==> src/rtl/time_pkg.sv <==
// -----------------------------------------------------------------------------
// time_pkg
// Shared definitions for the ring-generator sequencer time_ctrl:
//   - state_e        : controller state encoding
//   - beat_e         : identity of a single ring beat (t1/t2/t3)
//   - next_beat()    : successor of a beat in the t1->t2->t3->t1 ring
//   - TIME_CNT_W_DEF / TIME_LAUNCH_TO_DEF : default parameter values
// -----------------------------------------------------------------------------
package time_pkg;

    localparam int TIME_CNT_W_DEF     = 4;
    localparam int TIME_LAUNCH_TO_DEF = 4;

    typedef enum logic [2:0] {
        S_IDLE   = 3'd0,
        S_LAUNCH = 3'd1,
        S_RUN    = 3'd2,
        S_FINISH = 3'd3,
        S_ERR    = 3'd4
    } state_e;

    typedef enum logic [1:0] {
        B_T1 = 2'd0,
        B_T2 = 2'd1,
        B_T3 = 2'd2
    } beat_e;

    function automatic beat_e next_beat(input beat_e b);
        case (b)
            B_T1:    return B_T2;
            B_T2:    return B_T3;
            default: return B_T1;
        endcase
    endfunction

endpackage

==> src/rtl/time_chk.sv <==
// -----------------------------------------------------------------------------
// time_chk
// Watches the three ring beat inputs and flags protocol violations.
// It always tracks the last single beat seen, so when the controller
// enters RUN on a clean t1 the expected successor is already t2.
//
// Ports
//   i_clk    : clock
//   i_rst    : synchronous active-high reset
//   i_t1..3  : ring beat pulses from the timing generator
//   o_multi  : more than one beat high this cycle
//   o_none   : no beat high this cycle
//   o_order  : a single beat is high but it is not the successor of the
//              previously seen beat
// -----------------------------------------------------------------------------
module time_chk
    import time_pkg::*;
(
    input  logic i_clk,
    input  logic i_rst,
    input  logic i_t1,
    input  logic i_t2,
    input  logic i_t3,
    output logic o_multi,
    output logic o_none,
    output logic o_order
);

    beat_e r_last;
    beat_e w_beat;
    logic  w_one;

    assign o_multi = (i_t1 & i_t2) | (i_t1 & i_t3) | (i_t2 & i_t3);
    assign o_none  = ~(i_t1 | i_t2 | i_t3);
    assign w_one   = ~o_multi & ~o_none;

    always_comb begin
        w_beat = B_T1;
        if (i_t2)
            w_beat = B_T2;
        else if (i_t3)
            w_beat = B_T3;
    end

    assign o_order = w_one && (w_beat != next_beat(r_last));

    // Reset to t3 so the first legal beat after reset is t1.
    always_ff @(posedge i_clk) begin
        if (i_rst)
            r_last <= B_T3;
        else if (w_one)
            r_last <= w_beat;
    end

endmodule

==> src/rtl/time_ctrl.sv <==
// -----------------------------------------------------------------------------
// time_ctrl
// Sequencer for a three-phase ring timing generator. On a request it starts
// the generator (nSTART low), counts t3 beats, drops nSTOP during the final t3
// so the generator halts cleanly after ncyc full cycles, then pulses done.
// Any protocol violation or a missing first t1 parks the block in ERR with the
// generator held stopped until reset.
//
// Optional feature macro: TIME_CTRL_ABORT_EN
//   When defined, adds input 'abort'; abort in RUN ends the run at the next
//   t3 that can be reached with nSTOP already low.
//
// Parameters
//   CNT_W     : width of ncyc / beats
//   LAUNCH_TO : clocks allowed in LAUNCH before t1 must appear
//
// Ports
//   CLK     : clock, rising edge
//   Rst     : synchronous active-high reset, highest priority
//   req     : run request, sampled in IDLE
//   ncyc    : number of full t1-t2-t3 cycles, sampled with req
//   t1..t3  : ring beats from the generator
//   abort   : (TIME_CTRL_ABORT_EN only) early end request
//   nSTART  : generator start, active low, registered
//   nSTOP   : generator stop, active low, registered
//   busy    : not in IDLE
//   done    : one-clock pulse at the end of a run
//   err     : sticky error flag
//   beats   : t3 pulses seen in the current or last run
//
// State table
//   IDLE   | waiting for req with non-zero ncyc
//   LAUNCH | nSTART low, waiting (bounded) for the first clean t1
//   RUN    | counting beats, checking order, scheduling nSTOP
//   FINISH | run complete, generator must be quiet for one clock
//   ERR    | fault; nSTART high, nSTOP low, leaves only on Rst
// -----------------------------------------------------------------------------
module time_ctrl
    import time_pkg::*;
#(
    parameter int CNT_W     = TIME_CNT_W_DEF,
    parameter int LAUNCH_TO = TIME_LAUNCH_TO_DEF
) (
    input  logic             CLK,
    input  logic             Rst,
    input  logic             req,
    input  logic [CNT_W-1:0] ncyc,
    input  logic             t1,
    input  logic             t2,
    input  logic             t3,
`ifdef TIME_CTRL_ABORT_EN
    input  logic             abort,
`endif
    output logic             nSTART,
    output logic             nSTOP,
    output logic             busy,
    output logic             done,
    output logic             err,
    output logic [CNT_W-1:0] beats
);

    localparam int TMR_W = (LAUNCH_TO > 1) ? $clog2(LAUNCH_TO) : 1;
    localparam logic [TMR_W-1:0] TMR_LOAD = TMR_W'(LAUNCH_TO - 1);

    state_e           r_state;
    logic             r_nstart;
    logic             r_nstop;
    logic             r_busy;
    logic             r_done;
    logic             r_err;
    logic [CNT_W-1:0] r_beats;
    logic [CNT_W-1:0] r_ncyc;
    logic [TMR_W-1:0] r_tmr;

    logic             w_multi;
    logic             w_none;
    logic             w_order;
    logic             w_fault;
    logic             w_abort_t2;
    logic             w_abort_t3;
    logic [CNT_W-1:0] w_last_beat;

    time_chk u_chk (
        .i_clk   (CLK),
        .i_rst   (Rst),
        .i_t1    (t1),
        .i_t2    (t2),
        .i_t3    (t3),
        .o_multi (w_multi),
        .o_none  (w_none),
        .o_order (w_order)
    );

`ifdef TIME_CTRL_ABORT_EN
    // An abort seen on t1 is remembered so the following t2 still stops the run.
    logic r_abort_pend;

    always_ff @(posedge CLK) begin
        if (Rst || (r_state != S_RUN))
            r_abort_pend <= 1'b0;
        else if (abort)
            r_abort_pend <= 1'b1;
    end

    assign w_abort_t2 = abort | r_abort_pend;
    assign w_abort_t3 = abort;
`else
    assign w_abort_t2 = 1'b0;
    assign w_abort_t3 = 1'b0;
`endif

    // Beat count at the t2 of the final cycle.
    assign w_last_beat = r_ncyc - CNT_W'(1);

    always_comb begin
        w_fault = 1'b0;
        case (r_state)
            S_IDLE:   w_fault = 1'b0;
            S_LAUNCH: w_fault = w_multi | (~t1 & (r_tmr == '0));
            S_RUN:    w_fault = w_multi | w_none | w_order;
            S_FINISH: w_fault = t1 | t2 | t3;
            default:  w_fault = 1'b1;
        endcase
    end

    always_ff @(posedge CLK) begin
        if (Rst) begin
            r_state  <= S_IDLE;
            r_nstart <= 1'b1;
            r_nstop  <= 1'b1;
            r_busy   <= 1'b0;
            r_done   <= 1'b0;
            r_err    <= 1'b0;
            r_beats  <= '0;
            r_ncyc   <= '0;
            r_tmr    <= '0;
        end else if (w_fault) begin
            // Also re-asserts the ERR outputs every clock while parked.
            r_state  <= S_ERR;
            r_nstart <= 1'b1;
            r_nstop  <= 1'b0;
            r_busy   <= 1'b1;
            r_done   <= 1'b0;
            r_err    <= 1'b1;
        end else begin
            r_done <= 1'b0;
            case (r_state)
                S_IDLE: begin
                    if (req && (ncyc != '0)) begin
                        r_ncyc   <= ncyc;
                        r_beats  <= '0;
                        r_nstart <= 1'b0;
                        r_tmr    <= TMR_LOAD;
                        r_busy   <= 1'b1;
                        r_state  <= S_LAUNCH;
                    end
                end
                S_LAUNCH: begin
                    if (t1)
                        r_state <= S_RUN;
                    else
                        r_tmr <= r_tmr - TMR_W'(1);
                end
                S_RUN: begin
                    if (t3) begin
                        if (r_beats != '1)
                            r_beats <= r_beats + CNT_W'(1);
                        if (!r_nstop) begin
                            r_nstart <= 1'b1;
                            r_nstop  <= 1'b1;
                            r_done   <= 1'b1;
                            r_state  <= S_FINISH;
                        end else if (w_abort_t3) begin
                            r_nstop <= 1'b0;
                        end
                    end else if (t2 && ((r_beats == w_last_beat) || w_abort_t2)) begin
                        // Registered here so nSTOP is low for exactly the final t3.
                        r_nstop <= 1'b0;
                    end
                end
                S_FINISH: begin
                    r_state <= S_IDLE;
                    r_busy  <= 1'b0;
                end
                default: ;
            endcase
        end
    end

    assign nSTART = r_nstart;
    assign nSTOP  = r_nstop;
    assign busy   = r_busy;
    assign done   = r_done;
    assign err    = r_err;
    assign beats  = r_beats;

endmodule
==> config.mk <==
export PLATFORM = sky130hd
export DESIGN_NAME = time_ctrl
export DESIGN_NICKNAME = d
export VERILOG_FILES = /design/src/rtl/time_pkg.sv /design/src/rtl/time_chk.sv /design/src/rtl/time_ctrl.sv
export SDC_FILE = /design/constraint.sdc
export NUM_CORES = 1
export LEC_CHECK = 0
export ABC_AREA = 1
export BUFFER_PORTS_ARGS = -buffer_cell sky130_fd_sc_hd__buf_2
export CORE_MARGIN = 2
export CORE_UTILIZATION = 57
export CTS_CLUSTER_DIAMETER = 200
export DETAILED_ROUTE_END_ITERATION = 8
export GPL_ROUTABILITY_DRIVEN = 0
export HOLD_SLACK_MARGIN = 0.02
export PLACE_DENSITY = 0.77
export SLEW_MARGIN = 5
export SYNTH_ARGS = -nofsm -noshare
export SYNTH_HDL_FRONTEND = slang
export SYNTH_SLANG_ARGS = --single-unit
export TNS_END_PERCENT = 50
==> constraint.sdc <==
create_clock -name CLK -period 2.97 [get_ports CLK]
set_input_delay 0.297 -clock CLK [delete_from_list [all_inputs] [get_ports CLK]]
set_output_delay 0.297 -clock CLK [all_outputs]
set_load 0.02 [all_outputs]
==> metrics.md, run 1 <==
| Metric | Value |
|---|---|
| Largest net degree at the start of global routing | `12` |
| Clk sinks | `20` |
| Maximum VDD drop | `0.0006411 V` |
| Crit path DAT | `1.96 ns` |
| Drt wl/cell | `10.88 um` |
| Crit-path slowest cell | `dfxtp_1` |
| PostCTS Resize Cnt | `0` |
| MaxCap Viol Count | `0` |
| Startpoint types | `flip-flop` |
| Layout cells sized above 1 | `19.80%` |
| Flop pwr share | `33.7%` |
| Diode count | `0` |
| Initial Utilization | `60.84%` |
| Worst EP required | `3.22 ns` |
| Vias in the first global route | `1,052` |
| Max Slew Vio Count | `0` |
| Clock power frac | `10.6%` |
| Number of I/O pins | `19` |
| Core area | `1962 sq um` |
| Register area | `400.4 sq um` |
| Final Non-Filler Cells | `224` |
| Tcrit/Tclk final | `57.60%` |
| Critical-path maximum fanout | `11` |
| Max frequency | `584.6 MHz` |
| Switching share of power | `48.41%` |
| Slowest stage delay, CP | `0.39 ns` |
| Initial antenna violation count | `0` |
| Hold Fails Final Rpt | `0` |
| Overflow after GRT | `0` |
| Relative slew margins | `74.24%` |
| P&R area growth vs syn | `11.53%` |
| Static Leakage | `0.0006783 uW` |
| Minimum clock period | `1.711 ns` |
| Setup tns final | `0 ns` |
| Width of the chip | `49.76 um` |
| Die ar. | `2476 sq um` |
| Rows | `16` |
| Psw | `617.3 uW` |
| Cells after Synth | `178` |
| Total GRT Usage | `22.52%` |
| RSZ-0062 raised after global routing | `false` |
| Worst skew pair latency | `0.31 ns` |
| Status | `completed` |
| Cell Pwr Density | `957.9 nW/um^2` |
| Most frequent CP cell | `nand2_1` |
| Clock Skews | `0.007102 ns` |
| Syn nets | `191` |
| Global-route wire length before repair | `4319 um` |
| Dpl hpwl | `1939 um` |
| Die H | `49.76 um` |
| Depth of the CTS H-tree | `1` |
| Root Buffer | `clkbuf_4` |
| Area of the multi-input gates | `671.9 sq um` |
| CTS Buf Count | `3` |
| Routed Antenna Nets | `0` |
| Avg Cell Area, Syn | `6.706 sq um` |
| Slew at the pin closest to its max-slew limit | `0.3853 ns` |
| DRT Wirelength | `2438 um` |
| Synthesis-stage register bit count | `20` |
| Placed cells | `221` |
| Avg Vias per Cell | `5.205` |
| Port Buf Inserts | `18` |
| Number of detailed-route iterations in the first pass | `4` |
| YS warnings | `0` |
| CP cell instances | `nor2_1, nand2_1, inv_1, nand3_1, nand2_2, nand4_1, nand2_1, nand2_1, nor2_1` |
| Initial DRC count | `24` |
| CTS Hold Bufs | `0` |
| # setup viols final | `0` |
| Post-CTS Setup Bufs | `0` |
| Worst Setup Path Type | `flip-flop to flip-flop` |
| Crit end category | `flip-flop` |
| Register area share after synthesis | `33.54%` |
| Via count | `1,166` |
| Clock slew at reported path FFs | `0.12 ns` |
| Layout Nets | `212` |
| Mapped Area | `1194 sq um` |
| Int Pwr | `657.9 uW` |
| Comb pwr share | `55.7%` |
| DRC violations left | `0` |
| Fillcell total | `199` |
| Clock Path Buffers | `2` |
| Unique masters post-synth | `24` |
| HP Class | `primary input to flip-flop` |
| CTS tree | `built` |
==> sequential cells by signal, indices dropped and copies added, names as in the netlist <==
| name | cells |
|---|---|
| done | 1 |
| r_tmr | 2 |
| nSTOP | 1 |
| nSTART | 1 |
| u_chk.r_last | 2 |
| busy | 1 |
| r_state | 3 |
| beats | 4 |
| r_ncyc | 4 |
| err | 1 |
==> layout make-up <==
type | count | area share [%]
Multi-Input combinational cell | 126 | 50.47
Tap cell | 27 | 2.538
Sequential cell | 20 | 30.08
Inverter | 30 | 8.459
Timing Repair Buffer | 18 | 6.767
Clock buffer | 3 | 1.692
==> metrics by stage <==
step	util [%]	total power, uW	hold slack, ns	setup slack [ns]	instance area (sq um)
after floorplan	-	1001	0.3661	1.604	1194
after global placement	66.71	1131	0.4297	1.334	1309
after detailed placement	66.71	1149	0.4481	1.310	1309
after CTS	67.86	1279	0.2583	1.282	1331
after global routing	67.86	1404	0.2646	1.074	1331
final	67.86	1275	0.2505	1.259	1331
==> power by group through the flow <==
stage | combinational [uW] | clock, uW | sequential (uW)
5_1_grt | 818 | 144 | 442
6_report | 711 | 135 | 430
4_1_cts | 716 | 133 | 430
3_3_place_gp | 698 | 0 | 433
3_5_place_dp | 713 | 0 | 436
2_1_floorplan | 534 | 0 | 467
==> cell usage in the layout (no fill, tap or decap), types with 4 or more instances in the layout <==
cell type	synthesis	final
dfxtp_1	20	20
o21ai_0	8	8
buf_2	1	18
nand2_1	43	43
inv_1	26	26
inv_2	4	4
a21oi_1	11	11
nor2_1	18	18
nand2_2	5	5
xnor2_1	5	5
nand3_1	12	12
nand4_1	5	5
==> logic make-up after synthesis <==
kind of cell | count (synthesis) | synth area share, %
simple gates | 93 | 37.32
buf+inv | 32 | 10.17
xor+xnor | 8 | 5.870
flops | 20 | 33.54
fa+ha+maj | 3 | 3.145
compound gates | 22 | 9.959
==> cell usage after synthesis <==
cell type	n	area [sq um]
a211oi_1	1	7.510
a21oi_1	11	55.05
buf_2	1	5.000
clkbuf_1	1	3.750
dfxtp_1	20	400.4
ha_1	3	37.54
inv_1	26	97.59
inv_2	4	15.01
nand2_1	43	161.4
nand2_2	5	31.28
nand2_4	2	22.52
nand3_1	12	60.06
nand3_2	1	10.01
nand4_1	5	31.28
nor2_1	18	67.56
nor2_2	2	12.51
nor2_4	3	33.78
nor3_1	1	5.000
nor3_2	1	10.01
o2111ai_1	1	8.760
o21ai_0	8	40.04
o31ai_1	1	7.510
xnor2_1	5	43.79
xor2_1	3	26.28
==> worst max-delay path, delay by kind of cell (launching register included) <==
family / cells / cell delay (ns)
buffers and inverters: 1 / 0.08
DFF: 1 / 0.39
and+or+nand+nor: 8 / 1.18
==> layer usage <==
layer	wire (um)	vias up	GRT usage (%)	part of all wire, %
li1	-	604	-	-
met1	1146	523	29.90	47
met2	1093	33	35.56	45
met3	151	6	4.242	6.2
met4	47	0	9.722	1.9
met5	0	-	0	0
==> final timing paths <==
path,to,from,cells past startpoint,slack (ns)
worst max-delay path,beats[1],r_state[0],9,1.26
worst min-delay path,u_chk.r_last[0],Rst,2,0.25
worst max register to register,beats[1],r_state[0],9,1.26
worst min register to register,busy,busy,2,0.46
Note: power is estimated with default switching activity, not from simulation.
==> run 2: changes to the inputs <==
--- a/config.mk
+++ b/config.mk
@@ -5,15 +5,15 @@
 export SDC_FILE = /design/constraint.sdc
 export NUM_CORES = 1
 export LEC_CHECK = 0
-export ABC_AREA = 1
+export ABC_AREA = 0
 export BUFFER_PORTS_ARGS = -buffer_cell sky130_fd_sc_hd__buf_2
 export CORE_MARGIN = 2
-export CORE_UTILIZATION = 57
+export CORE_UTILIZATION = 49
 export CTS_CLUSTER_DIAMETER = 200
 export DETAILED_ROUTE_END_ITERATION = 8
 export GPL_ROUTABILITY_DRIVEN = 0
 export HOLD_SLACK_MARGIN = 0.02
-export PLACE_DENSITY = 0.77
+export PLACE_DENSITY = 0.71
 export SLEW_MARGIN = 5
 export SYNTH_ARGS = -nofsm -noshare
 export SYNTH_HDL_FRONTEND = slang
==> constraint.sdc (replaced) <==
create_clock -name CLK -period 1.5 [get_ports CLK]
set_input_delay 0.15 -clock CLK [delete_from_list [all_inputs] [get_ports CLK]]
set_output_delay 0.15 -clock CLK [all_outputs]
set_load 0.02 [all_outputs]
==> metrics.md, run 2 <==
| Metric | Value |
|---|---|
| Initial antenna violation count | `0` |
| Slew at the pin closest to its max-slew limit | `0.4042 ns` |
| Worst EP required | `1.75 ns` |
| Vias in the first global route | `1,095` |
| Width of the chip | `51.27 um` |
| Clk sinks | `20` |
| Design area | `1719 sq um` |
| Post-Synth Adder-Cell Area | `4.343%` |
| RSZ-0062 raised after global routing | `true` |
| P&R area growth vs syn | `57.03%` |
| CTS tree | `built` |
| Main combinational cell family by area after synthesis | `simple AND/OR/NAND/NOR gates` |
| Hold Fails Final Rpt | `0` |
| Failing checks | `negative setup slack` |
| Dpl hpwl | `2033 um` |
| Depth of the CTS H-tree | `1` |
| Mapped Area | `1095 sq um` |
| Startpoint types | `flip-flop` |
| Compound-Gate Fraction of Synth Area | `20.00%` |
| Status | `finished with violations` |
| Crit path DAT | `2.06 ns` |
| DRT Wirelength | `3097 um` |
| Core area | `2170 sq um` |
| Cells after Synth | `130` |
| CTS Buf Count | `3` |
| Avg Cell Area, Syn | `8.422 sq um` |
| Diode count | `0` |
| Synth Area in XOR/XNOR | `5.600%` |
| Bufs and invs on worst path | `1` |
| Int Pwr | `1891 uW` |
| Top-count cell post-synth | `dfxtp_1` |
| Simple-gate area share of the yosys netlist | `27.43%` |
| Number of I/O pins | `19` |
| Clock slew at reported path FFs | `0.13 ns` |
| Largest net degree at the start of global routing | `16` |
| # setup viols final | `13` |
| Port Buf Inserts | `18` |
| Root Buffer | `clkbuf_4` |
| CP cell instances | `inv_2, ha_4, and2b_1, o311ai_4, o2111ai_2, or3_1, a21oi_1` |
| Layout Nets | `203` |
| Clock Path Buffers | `2` |
| Drt wl/cell | `14.27 um` |
| YS warnings | `0` |
| Maximum VDD drop | `0.001034 V` |
| MaxCap Viol Count | `0` |
| HP Class | `primary input to flip-flop` |
| Relative slew margins | `72.85%` |
| Placed cells | `206` |
| EDFF count, synth | `0` |
| Minimum clock period | `1.813 ns` |
| Die ar. | `2629 sq um` |
| Worst Setup Path Type | `flip-flop to flip-flop` |
| Commonest non-fill, non-tap cell in the layout | `buf_4` |
| Worst skew pair latency | `0.31 ns` |
| Die H | `51.27 um` |
| Clock power frac | `15.1%` |
| Worst path top cell family by delay | `compound AO/OA/AOI/OAI gates` |
| Psw | `1136 uW` |
| Avg Vias per Cell | `5.415` |
| Setup tns final | `-2.481 ns` |
| DRC violations left | `0` |
| Rows | `17` |
| Area after DPL | `1509 sq um` |
| Final Non-Filler Cells | `217` |
| Max frequency | `551.5 MHz` |
| Pre-CTS setup slack | `-0.3260 ns` |
| Static Leakage | `0.0007368 uW` |
| Via count | `1,175` |
| Max Slew Vio Count | `0` |
| Post-synthesis async set-or-reset flop share | `0%` |
| Global-route wire length before repair | `4602 um` |
| Overflow after GRT | `0` |
| Most used DFF post-synth | `dfxtp_1` |
| Top cells by count, synth | `dfxtp_1 (20), a21oi_1 (12), nor2_1 (12)` |
| Share of the synthesized area in the top cell type | `36.57%` |
| Synthesis-stage register bit count | `20` |
| Cell Pwr Density | `1761 nW/um^2` |
| Number of detailed-route iterations in the first pass | `4` |
| Post-synthesis mux area share | `1.029%` |
| Unique masters post-synth | `45` |
| Tcrit/Tclk final | `120.9%` |
| Register area share after synthesis | `36.57%` |
| Setup WS post-layout | `-0.3132 ns` |
| Critical-path maximum fanout | `4` |
| Biggest area consumer among synthesized cells | `dfxtp_1` |
| Routed Antenna Nets | `0` |
| Most frequent cells in the layout | `buf_4 (37), buf_2 (18), dfxtp_1 (14), nand2_1 (10), nor2_1 (10)` |
| Slowest stage delay, CP | `0.38 ns` |
| Crit-path slowest cell | `or3_1` |
| Syn nets | `143` |
| Layout cells sized above 1 | `52.91%` |
| Initial DRC count | `16` |
| Crit end category | `flip-flop` |
| Flop pwr share | `26.7%` |
| Clock Skews | `0.006722 ns` |
| Initial Utilization | `50.46%` |
| Switching share of power | `37.53%` |
| Synth area leaders | `dfxtp_1 (37%), a21oi_1 (5.5%), nor2_1 (4.1%), ha_1 (3.4%), nand2_1 (3.4%)` |
| Comb pwr share | `58.2%` |
| Total GRT Usage | `23.45%` |
-- run 2: routing by layer --
| layer | global-route usage, % | up-vias | part of all wire (%) | routed length [um] |
|---|---|---|---|---|
| met3 | 2.924 | 6 | 2.9 | 90 |
| met4 | 9.649 | 0 | 1.8 | 55 |
| met5 | 0 | - | 0 | 0 |
| met1 | 28.13 | 563 | 43 | 1336 |
| li1 | - | 584 | - | - |
| met2 | 41.99 | 22 | 52 | 1615 |
-- run 2: logic make-up (layout without fill, tap and decap cells) --
logic type	Yosys count	after routing
AO/OA/AOI/OAI	32	32
XOR/XNOR	7	7
adder cells (fa/ha/maj)	4	4
buffers and inverters	12	71
flip-flops	20	20
multiplexers	1	1
AND/OR/NAND/NOR	54	54
-- run 2: stage by stage --
step / utilization (%) / total power (uW) / hold WS (ns)
3_3_place_gp: 69.55 / 2147 / 0.4080
3_5_place_dp: 69.55 / 2195 / 0.4100
6_report: 79.24 / 3027 / 0.07507
5_1_grt: 79.24 / 3199 / 0.07265
4_1_cts: 75.61 / 2792 / 0.08107
2_1_floorplan: - / 1603 / 0.2444
-- run 2: power groups by stage --
stage | Sequential (uW) | Combinational [uW] | Clock, uW
finish | 807 | 1760 | 459
global route | 826 | 1890 | 483
CTS | 796 | 1540 | 451
detailed placement | 793 | 1400 | 0
global placement | 784 | 1360 | 0
floorplan | 869 | 734 | 0
-- run 2: repair_timing --
action / 4_1_cts / 5_1_grt
setup endpoints to repair: 16 / 18
buffers inserted: 3 / 5
pin swaps: 7 / 7
endpoints found under the hold margin: 0 / 0
hold buffers: 0 / 0
resized for setup: 17 / 11
-- run 2: worst min-delay path: stages --
cell and delay, ns:
buf_2 0.11, nand2_1 0.05, a21oi_1 0.05
-- run 2: final cells by class --
cell class	instances	area (sq um)
Multi-Input combinational cell	98	770.7
Timing Repair Buffer	60	424.2
Tap cell	28	35.03
Fill cell	156	450.4
Sequential cell	20	410.4
Clock buffer	3	22.52
Inverter	7	26.28
Clock inverter	1	30.03
-- run 2: worst paths after layout --
check	start	end	slack, ns	depth (start not counted)
worst min register to register	r_ncyc[3]	r_ncyc[3]	0.48	2
worst min-delay path	ncyc[2]	r_ncyc[2]	0.08	3
worst max-delay path	r_tmr[0]	beats[3]	-0.31	7
worst max register to register	r_tmr[0]	beats[3]	-0.31	7
==> run 3: changes to the inputs <==
--- a/config.mk
+++ b/config.mk
@@ -8,12 +8,12 @@
 export ABC_AREA = 0
 export BUFFER_PORTS_ARGS = -buffer_cell sky130_fd_sc_hd__buf_2
 export CORE_MARGIN = 2
-export CORE_UTILIZATION = 49
+export CORE_UTILIZATION = 37
 export CTS_CLUSTER_DIAMETER = 200
 export DETAILED_ROUTE_END_ITERATION = 8
 export GPL_ROUTABILITY_DRIVEN = 0
 export HOLD_SLACK_MARGIN = 0.02
-export PLACE_DENSITY = 0.71
+export PLACE_DENSITY = 0.56
 export SLEW_MARGIN = 5
 export SYNTH_ARGS = -nofsm -noshare
 export SYNTH_HDL_FRONTEND = slang
==> constraint.sdc (replaced) <==
create_clock -name CLK -period 1.6 [get_ports CLK]
set_input_delay 0.16 -clock CLK [delete_from_list [all_inputs] [get_ports CLK]]
set_output_delay 0.16 -clock CLK [all_outputs]
set_load 0.02 [all_outputs]
==> metrics.md, run 3 (synthesis gave the netlist of run 2 again) <==
| Metric | Value |
|---|---|
| Max Slew Vio Count | `0` |
| Clock Path Buffers | `2` |
| Commonest non-fill, non-tap cell in the layout | `buf_4` |
| Depth of the CTS H-tree | `1` |
| Maximum VDD drop | `0.0008981 V` |
| DRT Wirelength | `2725 um` |
| Via count | `1,093` |
| Crit path DAT | `2.05 ns` |
| Tcrit/Tclk final | `112.9%` |
| Die ar. | `3410 sq um` |
| Worst hold slack | `0.1008 ns` |
| CTS Buf Count | `3` |
| Rows | `19` |
| Largest net degree at the start of global routing | `16` |
| Hold Fails Final Rpt | `0` |
| Register area | `412.9 sq um` |
| Global-route wire length before repair | `4767 um` |
| Diode count | `0` |
| Routed Antenna Nets | `0` |
| # setup viols final | `12` |
| Initial Utilization | `39.36%` |
| P&R area growth vs syn | `54.86%` |
| CTS tree | `built` |
| Avg Vias per Cell | `5.107` |
| Clock slew at reported path FFs | `0.12 ns` |
| Cell Pwr Density | `1539 nW/um^2` |
| HP Class | `primary input to flip-flop` |
| Relative slew margins | `72.92%` |
| Clock Skews | `0.01005 ns` |
| Slew at the pin closest to its max-slew limit | `0.4045 ns` |
| Worst Setup Path Type | `flip-flop to flip-flop` |
| Setup WS post-layout | `-0.2070 ns` |
| Fillcell total | `250` |
| DRC violations left | `0` |
| Minimum clock period | `1.807 ns` |
| Layout cells sized above 1 | `52.46%` |
| Worst skew pair latency | `0.31 ns` |
| Static Leakage | `0.0007035 uW` |
| Max frequency | `553.4 MHz` |
| Failing checks | `negative setup slack` |
| Layout Utilization | `60.95%` |
| Most frequent cells in the layout | `buf_4 (32), buf_2 (18), dfxtp_1 (14), nand2_1 (10), nor2_1 (10)` |
| Die H | `58.40 um` |
| Worst EP required | `1.84 ns` |
| Total GRT Usage | `18.22%` |
| Initial DRC count | `29` |
| Initial antenna violation count | `0` |
| Width of the chip | `58.40 um` |
| Number of I/O pins | `19` |
| Clk sinks | `20` |
| Slowest stage delay, CP | `0.36 ns` |
| Overflow after GRT | `0` |
| CP cell instances | `inv_2, ha_4, and2b_1, o311ai_4, buf_4, o2111ai_4, or3_1, a21oi_1` |
| Drt wl/cell | `12.73 um` |
| Area of the multi-input gates | `805.8 sq um` |
| Core area | `2781 sq um` |
| Layout Nets | `197` |
| Status | `finished with violations` |
| Dpl hpwl | `2060 um` |
| Crit end category | `flip-flop` |
| Number of detailed-route iterations in the first pass | `4` |
| Crit-path slowest cell | `dfxtp_2` |
| Startpoint types | `flip-flop` |
| MaxCap Viol Count | `0` |
| Root Buffer | `clkbuf_4` |
| RSZ-0062 raised after global routing | `true` |
| Vias in the first global route | `1,080` |
| Total power | `2610 uW` |
| Critical-path maximum fanout | `3` |
| Port Buf Inserts | `18` |
-- run 3: where the power goes --
part           leakage [uW]  total, uW  internal [uW]  switching, uW
clock             0.0000210        304            139            165
sequential         0.000166        772            647            125
combinational      0.000516       1530            807            726
total              0.000704       2610           1590           1020
-- run 3: per-stage QoR --
step                      cells  cell area (sq um)  setup TNS [ns]  setup WS, ns
after floorplan             130               1194         -0.4162       -0.1504
after global placement      203               1511          -1.166       -0.1951
after detailed placement    203               1511          -1.525       -0.2788
after CTS                   215               1669          -1.465       -0.1954
after global routing        214               1695          -2.626       -0.3119
final                       214               1695          -1.482       -0.2070
-- run 3: final timing paths --
path                 start   endpoint  slack, ns  depth (start not counted)
setup reg to reg  r_tmr[0]   beats[2]      -0.21                          8
hold reg to reg     nSTART     nSTART       0.47                          1
setup / recovery  r_tmr[0]   beats[2]      -0.21                          8
hold / removal     ncyc[2]  r_ncyc[2]       0.10                          3
-- run 3: layer usage --
metal / routed length, um / vias up / share of wire (%) / track usage (%)
met3: 65 / 4 / 2.4 / 2.637
met2: 1271 / 15 / 47 / 28.89
met1: 1365 / 505 / 50 / 25.37
li1: - / 569 / - / -
met4: 23 / 0 / 0.84 / 5.980
met5: 0 / - / 0 / 0
-- run 3: critical path, delay by kind of cell (launching register included) --
kind | cells | cell delay (ns)
fa+ha+maj | 1 | 0.16
compound gates | 3 | 0.50
buf+inv | 2 | 0.22
simple gates | 2 | 0.49
flops | 1 | 0.36
-- run 3: final cells by class --
cell class	instances	area share, %
clock buffer	4	2.140
inverter	7	1.550
timing repair buffer	54	22.14
sequential	20	24.35
tap	31	2.288
multi-input combinational	98	47.53
-- run 3: timing repair --
action / 4_1_cts / 5_1_grt
setup buffers: 8 / 0
pin swaps: 8 / 5
endpoints found under the setup margin: 13 / 15
hold buffers: 0 / 0
gates resized for setup: 16 / 9
